`config.mk`:
```
export PLATFORM = sky130hd
export DESIGN_NAME = uart_tx_arbiter
export DESIGN_NICKNAME = d
export VERILOG_FILES = /design/src/rtl/uart_tx_arbiter.sv
export SDC_FILE = /design/constraint.sdc
export NUM_CORES = 1
export LEC_CHECK = 0
export BUFFER_PORTS_ARGS = -buffer_cell sky130_fd_sc_hd__buf_2
export CELL_PAD_IN_SITES_DETAIL_PLACEMENT = 1
export CELL_PAD_IN_SITES_GLOBAL_PLACEMENT = 2
export CORE_UTILIZATION = 27
export CTS_CLUSTER_DIAMETER = 60
export DETAILED_ROUTE_END_ITERATION = 8
export PLACE_DENSITY = 0.82
export SLEW_MARGIN = 20
export SYNTH_ARGS = -nofsm -noshare
export SYNTH_HDL_FRONTEND = slang
export SYNTH_SLANG_ARGS = --single-unit
```
`constraint.sdc`:
```
create_clock -name clk -period 1.36 [get_ports clk]
set_input_delay 0.204 -clock clk [delete_from_list [all_inputs] [get_ports clk]]
set_output_delay 0.204 -clock clk [all_outputs]
set_load 0.05 [all_outputs]
```
`src/rtl/uart_tx_arbiter.sv`:
```
// uart_tx_arbiter: round-robin scheduler that feeds fixed-length packets from two requesters into one uart_tx.
// Define UART_ARB_HDR_EN to prefix every frame with header byte 8'hA0 | owner.
module uart_tx_arbiter #(
    parameter int PKT_BYTES = 4
) (
    input  logic                   clk,
    input  logic                   reset,
    input  logic                   req0,
    input  logic                   req1,
    input  logic [PKT_BYTES*8-1:0] data0,
    input  logic [PKT_BYTES*8-1:0] data1,
    output logic                   gnt0,
    output logic                   gnt1,
    output logic                   done0,
    output logic                   done1,
    output logic                   busy,
    output logic                   tx_start,
    output logic [7:0]             tx_din,
    input  logic                   tx_done_tick
);

`ifdef UART_ARB_HDR_EN
    localparam int FRAME_BYTES = PKT_BYTES + 1;
`else
    localparam int FRAME_BYTES = PKT_BYTES;
`endif
    localparam int         FW        = FRAME_BYTES * 8;
    localparam logic [3:0] LAST_BYTE = 4'(FRAME_BYTES - 1);

    typedef enum logic [1:0] {S_IDLE, S_SEND, S_WAIT} state_t;

    state_t                 state, state_d;
    logic [FW-1:0]          frame, frame_d, frame_load;
    logic [3:0]             cnt, cnt_d;
    logic                   owner, owner_d;
    logic                   rr_last, rr_last_d;
    logic                   gnt0_d, gnt1_d, done0_d, done1_d, busy_d, tx_start_d;
    logic [7:0]             tx_din_d;
    logic                   pick0, pick1;
    logic [PKT_BYTES*8-1:0] payload;

    // On contention the requester that was not served last wins.
    assign pick0   = req0 && (!req1 || rr_last);
    assign pick1   = req1 && !pick0;
    assign payload = pick0 ? data0 : data1;

`ifdef UART_ARB_HDR_EN
    assign frame_load = {payload, 8'hA0 | {7'd0, pick1}};
`else
    assign frame_load = payload;
`endif

    // NOTE: every always_comb output gets a default first so no path can infer a latch.
    always_comb begin
        state_d    = state;
        frame_d    = frame;
        cnt_d      = cnt;
        owner_d    = owner;
        rr_last_d  = rr_last;
        gnt0_d     = 1'b0;
        gnt1_d     = 1'b0;
        done0_d    = 1'b0;
        done1_d    = 1'b0;
        busy_d     = busy;
        tx_start_d = 1'b0;
        tx_din_d   = tx_din;

        unique case (state)
            S_IDLE: begin
                busy_d = 1'b0;
                if (pick0 || pick1) begin
                    frame_d   = frame_load;
                    owner_d   = pick1;
                    rr_last_d = pick1;
                    gnt0_d    = pick0;
                    gnt1_d    = pick1;
                    busy_d    = 1'b1;
                    cnt_d     = 4'd0;
                    state_d   = S_SEND;
                end
            end
            S_SEND: begin
                tx_start_d = 1'b1;
                tx_din_d   = frame[7:0];
                state_d    = S_WAIT;
            end
            S_WAIT: begin
                if (tx_done_tick) begin
                    if (cnt == LAST_BYTE) begin
                        // busy stays up through the done cycle and drops in IDLE.
                        done0_d = !owner;
                        done1_d = owner;
                        state_d = S_IDLE;
                    end else begin
                        frame_d = frame >> 8;
                        cnt_d   = cnt + 4'd1;
                        state_d = S_SEND;
                    end
                end
            end
            default: state_d = S_IDLE;
        endcase
    end

    // NOTE: sequential state uses non-blocking assignments so every register samples pre-edge values.
    always_ff @(posedge clk or negedge reset) begin
        if (!reset) begin
            state    <= S_IDLE;
            frame    <= '0;
            cnt      <= 4'd0;
            owner    <= 1'b0;
            rr_last  <= 1'b1;
            gnt0     <= 1'b0;
            gnt1     <= 1'b0;
            done0    <= 1'b0;
            done1    <= 1'b0;
            busy     <= 1'b0;
            tx_start <= 1'b0;
            tx_din   <= 8'd0;
        end else begin
            state    <= state_d;
            frame    <= frame_d;
            cnt      <= cnt_d;
            owner    <= owner_d;
            rr_last  <= rr_last_d;
            gnt0     <= gnt0_d;
            gnt1     <= gnt1_d;
            done0    <= done0_d;
            done1    <= done1_d;
            busy     <= busy_d;
            tx_start <= tx_start_d;
            tx_din   <= tx_din_d;
        end
    end

endmodule
```
### Word-level counts from Yosys, hierarchy flattened

Index checks and enable logic that the tools add are counted.

* register bits after elaboration: 54
* input port bits: 69
* output and inout bits: 14
* word-level logic and storage cells: 56

* $add $sub $neg: 1
* eq/ne operators: 6
* multiplexer cells: 25
* reductions and logical operators: 12

Operators by type and width (number)
* 32-bit two-way mux: 4
* 32-bit one-hot mux with 2 select lines: 1
* 1-bit two-way mux: 13
* 4-bit two-way mux: 3
* 4-bit one-hot mux with 2 select lines: 1
* 2-bit != test (second input constant): 3
* 2-bit one-hot mux with 3 select lines: 1
* 4-bit by 1-bit adder with 4-bit output (second input constant): 1
* 4-bit by 2-bit == test with 1-bit output (second input constant): 1
* 2-bit two-way mux: 2
* 2-bit AND reduction: 2
* 4-bit AND reduction: 1
* 1-bit logical NOT: 3
* 2-bit by 1-bit == test with 1-bit output (second input constant): 1
* 2-bit == test (second input constant): 1
* 1-bit logical AND: 2
* 2-bit logical NOT: 1
* 1-bit logical OR: 2
* 2-bit nonzero test: 1

### Depth between registers and ports, before layout

* word-level depth: 8
* gate-level depth with buffers: 6
* gate-level depth less buffers: 6

### Worst setup path after synthesis

OpenSTA, ideal clock, no wires.

* kind: register to register
* start point: reg cnt[0]
* end point: reg cnt[2]
* library setup time: 0.073 ns
* arrival: 1.349 ns
* data required time: 1.287 ns
* setup slack: -0.062 ns
* cell stages (with the launch flop): 6
* buffers on the path: 0
* clock period less this slack: 1.422 ns
* cells stage by stage: dfrtp_1 ha_1 nand4bb_1 nand4_2 or3_1 a21boi_2

* longest elaborated chain between the ends: 4
* elaborated cells between the ends (all ways): 7
* classes of those cells: add/sub: 1; eq/ne: 2; mux: 3; reduce/logical: 1

Ends and longest elaborated chain
* from (decl): RTL line 34 `logic [3:0] cnt, cnt_d;`
* from (signal assigned): RTL line 123 `cnt <= cnt_d;`
* 4-bit by 1-bit adder with 4-bit output: RTL line 96 `cnt_d = cnt + 4'd1;`
* 4-bit two-way mux: RTL line 89 `if (cnt == LAST_BYTE) begin`
* 4-bit two-way mux: RTL line 88 `if (tx_done_tick) begin`
* 4-bit one-hot mux with 2 select lines: RTL line 68 `unique case (state)`

Parallel ways exist; a longest one is shown, timed or not. The select of a mux whose other input is x is not followed.
A chain may end at the register's enable or synchronous reset.

### Final worst setup path

* start point: reg state[1]
* end point: reg frame[8]

* longest elaborated chain between the ends: 3
* elaborated cells between the ends (all ways): 8
* classes of those cells: eq/ne: 4; mux: 1; reduce/logical: 3

Ends and longest elaborated chain
* from (decl): RTL line 32 `state_t state, state_d;`
* from (signal assigned): RTL line 121 `state <= state_d;`
* 2-bit == test / 2-bit logical NOT (equally long branches): RTL line 68
* 2-bit != test (no line) / 2-bit nonzero test (equally long branches)
* 4-bit AND reduction (no line)
* to (signal assigned): RTL line 122 `frame <= frame_d;`
* to (decl): RTL line 33 `logic [FW-1:0] frame, frame_d, frame_load;`

Parallel ways exist; a longest one is shown, timed or not.

==> key figures <==
Pwr
  – PwrDens: 2151 nW/um2
  – VDD IR max: 0.0006572 V
  – Leakage power: 1.762 nW

Clock tree
  – Worst-path clk slew: 100 ps
  – Clock sinks: 54
  – CTS tree: done
  – Root buf cell: clkbuf_8
  – H-Tree Depth: 2
  – Total CTS buffers: 5
  – Clock buffer depth: 2
  – Worst skew pair latency: 310 ps

Yosys
  – Netlist cell types: 37
  – Mapped Nets: 341
  – Number of synthesized flops with an enable pin: 0
  – Seq cells post-synth: 54
  – Avg Cell Area, Syn: 9.719 um2
  – Ys async rst share: 100.0%
  – Seq/Total Area, Yosys: 51.35%
  – Cell count after synthesis: 271
  – Synth warn: 0
  – Mapped cell area: 2634 um2
  – Main synth FF type: dfrtp_1

Setup path
  – Setup Crit Path Kind: flip-flop to flip-flop
  – CP Capture Type: flip-flop
  – WP data arrival: 1720 ps
  – CP max FO: 28
  – Critical Path Start Type: flip-flop
  – CP required: 1580 ps

Finish
  – Diodes inserted: 0
  – Area Overhead vs Synth: 36.53%
  – Final #Nets: 433
  – Multi-input gate area: 1295 um2
  – Filler Cell Count: 1,116
  – Final std cells w/o fill: 493
  – Layout cells sized above 1: 40.93%
  – Register area: 1354 um2
  – Design Area, Final: 3596 um2

Timing
  – Max Freq: 664.4 MHz
  – Final min period: 1505 ps
  – Transition time of the tightest slew-check pin: 357.9 ps
  – Setup Viol. Count Final: 35
  – Fin Setup TNS: -3127 ps
  – Relative slew slack: 76.00%
  – Final worst slack: -145.1 ps
  – Max-slew violations: 0
  – Tcrit/Tclk final: 110.7%
  – RSZ-0062 raised after global routing: true
  – Fin. Hold Viols: 0
  – Worst Skew: 9.546 ps

Floorplanning
  – Starting Density: 28.24%
  – Die Y: 100.8 um
  – Core area: 9328 um2
  – Die ar.: 10,150 um2
  – I/O pin count: 83
  – Rows: 35
  – Die Wd: 100.8 um

GRT
  – Vias in the first global route: 2,521
  – First-pass GRT wire length: 12.97 mm
  – Antenna violations before repair: 0
  – GRT overflow: 0
  – Largest net degree at the start of global routing: 55
  – All-Layer GR Usage: 16.38%

Detailed routing
  – WL/cell: 16.02 um
  – Post-route ant nets: 0
  – Via count: 2,407
  – DRC Markers: 0
  – Initial detailed-routing violation count: 46
  – Via density: 4.882
  – Total Wirelength: 7.896 mm
  – First-pass iteration count of the detailed router: 4

Placement
  – Placed Cells: 481
  – Placement Cell Area: 3342 um2
  – Hpwl dp: 5.502 mm
  – Port buffer count: 82
  – Routability cong.: 0.7655
  – Dpl ws: -281.3 ps

Run status
  – Status: finished, violations left
  – Failing checks: setup timing

Job
  – Max cap viols: 0

Worst hold path
  – Worst min path class: primary input to flip-flop
## cell families (layout without fill, tap and decap cells)
family / after synthesis / count (layout) / share of synthesized area, %
buffers and inverters: 25 / 118 / 4.418
and+or+nand+nor: 108 / 108 / 20.00
AOI/OAI and AO/OA: 74 / 74 / 20.00
adders and majority gates: 1 / 1 / 0.4750
xor gates and xnor gates: 1 / 1 / 0.3326
DFF: 54 / 54 / 51.35
muxes: 8 / 8 / 3.421
## per-stage QoR
stage | power (mW) | utilization (%) | hold slack, ps
CTS | 7.634 | 37.95 | 108.5
global route | 8.312 | 38.55 | 126.3
floorplan | 5.196 | - | -91.59
detailed placement | 6.385 | 35.83 | 230.3
global placement | 6.232 | 35.83 | 224.8
finish | 7.734 | 38.55 | 115.1
## placed cells by master (no fill, tap or decap), types with 4 or more instances in the layout
| cell | instances |
|---|---|
| o31ai_1 | 14 |
| a211oi_1 | 22 |
| dfrtp_1 | 52 |
| buf_2 | 82 |
| o31ai_2 | 10 |
| and3_1 | 24 |
| a22oi_1 | 8 |
| buf_12 | 5 |
| clkbuf_8 | 6 |
| inv_1 | 4 |
| nor2_1 | 25 |
| o21ai_1 | 11 |
| nand2_1 | 40 |
| mux2_2 | 8 |
| buf_4 | 16 |
## sequential cells by signal, summed over array words and instances (netlist names)
signal    count
tx_start      1
cnt           4
gnt1          1
gnt0          1
state         2
done1         1
tx_din        8
done0         1
owner         1
busy          1
frame        32
rr_last       1
## routing by layer
layer  vias to the layer above  part of all wire [%]  GRT usage (%)
met2                        69                    46          26.45
met1                      1173                    48          22.74
met5                         -                     0              0
met3                         7                   4.7          2.913
met4                         0                  0.94          4.013
li1                       1158                     -              -
## what timing repair did
item / 4_1_cts / 5_1_grt
endpoints found under the setup margin: 36 / 48
gates resized for setup: 13 / 14
buffers inserted: 2 / 0
hold endpoints to repair: 53 / 0
hold buffers: 1 / 0
gates cloned: 1 / 0
pin swaps: 1 / 0
## cell usage after synthesis, drive strengths merged (2+ instances only)
cell	n	area share, %
nand2b	3	0.81
a211oi	24	6.8
dfrtp	53	50
or3	2	0.47
o21ai	13	2.6
nor2b	2	0.47
mux2	8	3.4
a22oi	8	2.3
o31ai	24	6.8
nor2	26	3.7
and3	25	5.9
nand2	41	5.9
and2	3	0.71
buf	13	2.7
inv	4	0.57
clkbuf	8	1.2
a21boi	2	0.71
## critical path, cell delays in order (launching register included)
cell and delay (ps):
dfrtp_2 450, buf_4 150, nand4bb_1 130, nand4_4 170
buf_12 230, o31ai_2 280
## final timing paths
kind                                           start  slack, ps  depth (start not counted)              endpoint
worst min-delay path                    tx_done_tick        120                          2  state[1]$_DFFE_PN0P_
worst max register to register  state[1]$_DFFE_PN0P_       -150                          5  frame[8]$_DFFE_PN0P_
max in group asynchronous                      reset        630                          3   rr_last$_DFFE_PN1P_
worst min register to register     owner$_DFFE_PN0P_        460                          1       done0$_DFF_PN0_
worst max-delay path            state[1]$_DFFE_PN0P_       -150                          5  frame[8]$_DFFE_PN0P_
min in group asynchronous                      reset        420                          3  frame[0]$_DFFE_PN0P_
## report_power, final
| group | total (mW) | internal, mW | switching [mW] |
|---|---|---|---|
| logic | 4.06 | 1.65 | 2.41 |
| clock network | 0.946 | 0.413 | 0.533 |
| registers | 2.73 | 2.33 | 0.399 |
| total | 7.73 | 4.39 | 3.34 |
## area by class of cell
type	instances	share of cell area, %
Inverter	4	0.4175
Tap cell	129	4.489
Sequential cell	54	37.65
Clock buffer	7	2.401
Clock inverter	1	0.1392
Timing Repair Buffer	106	18.89
Multi-Input combinational cell	192	36.01
No activity file was read; power rests on OpenSTA's default activity.
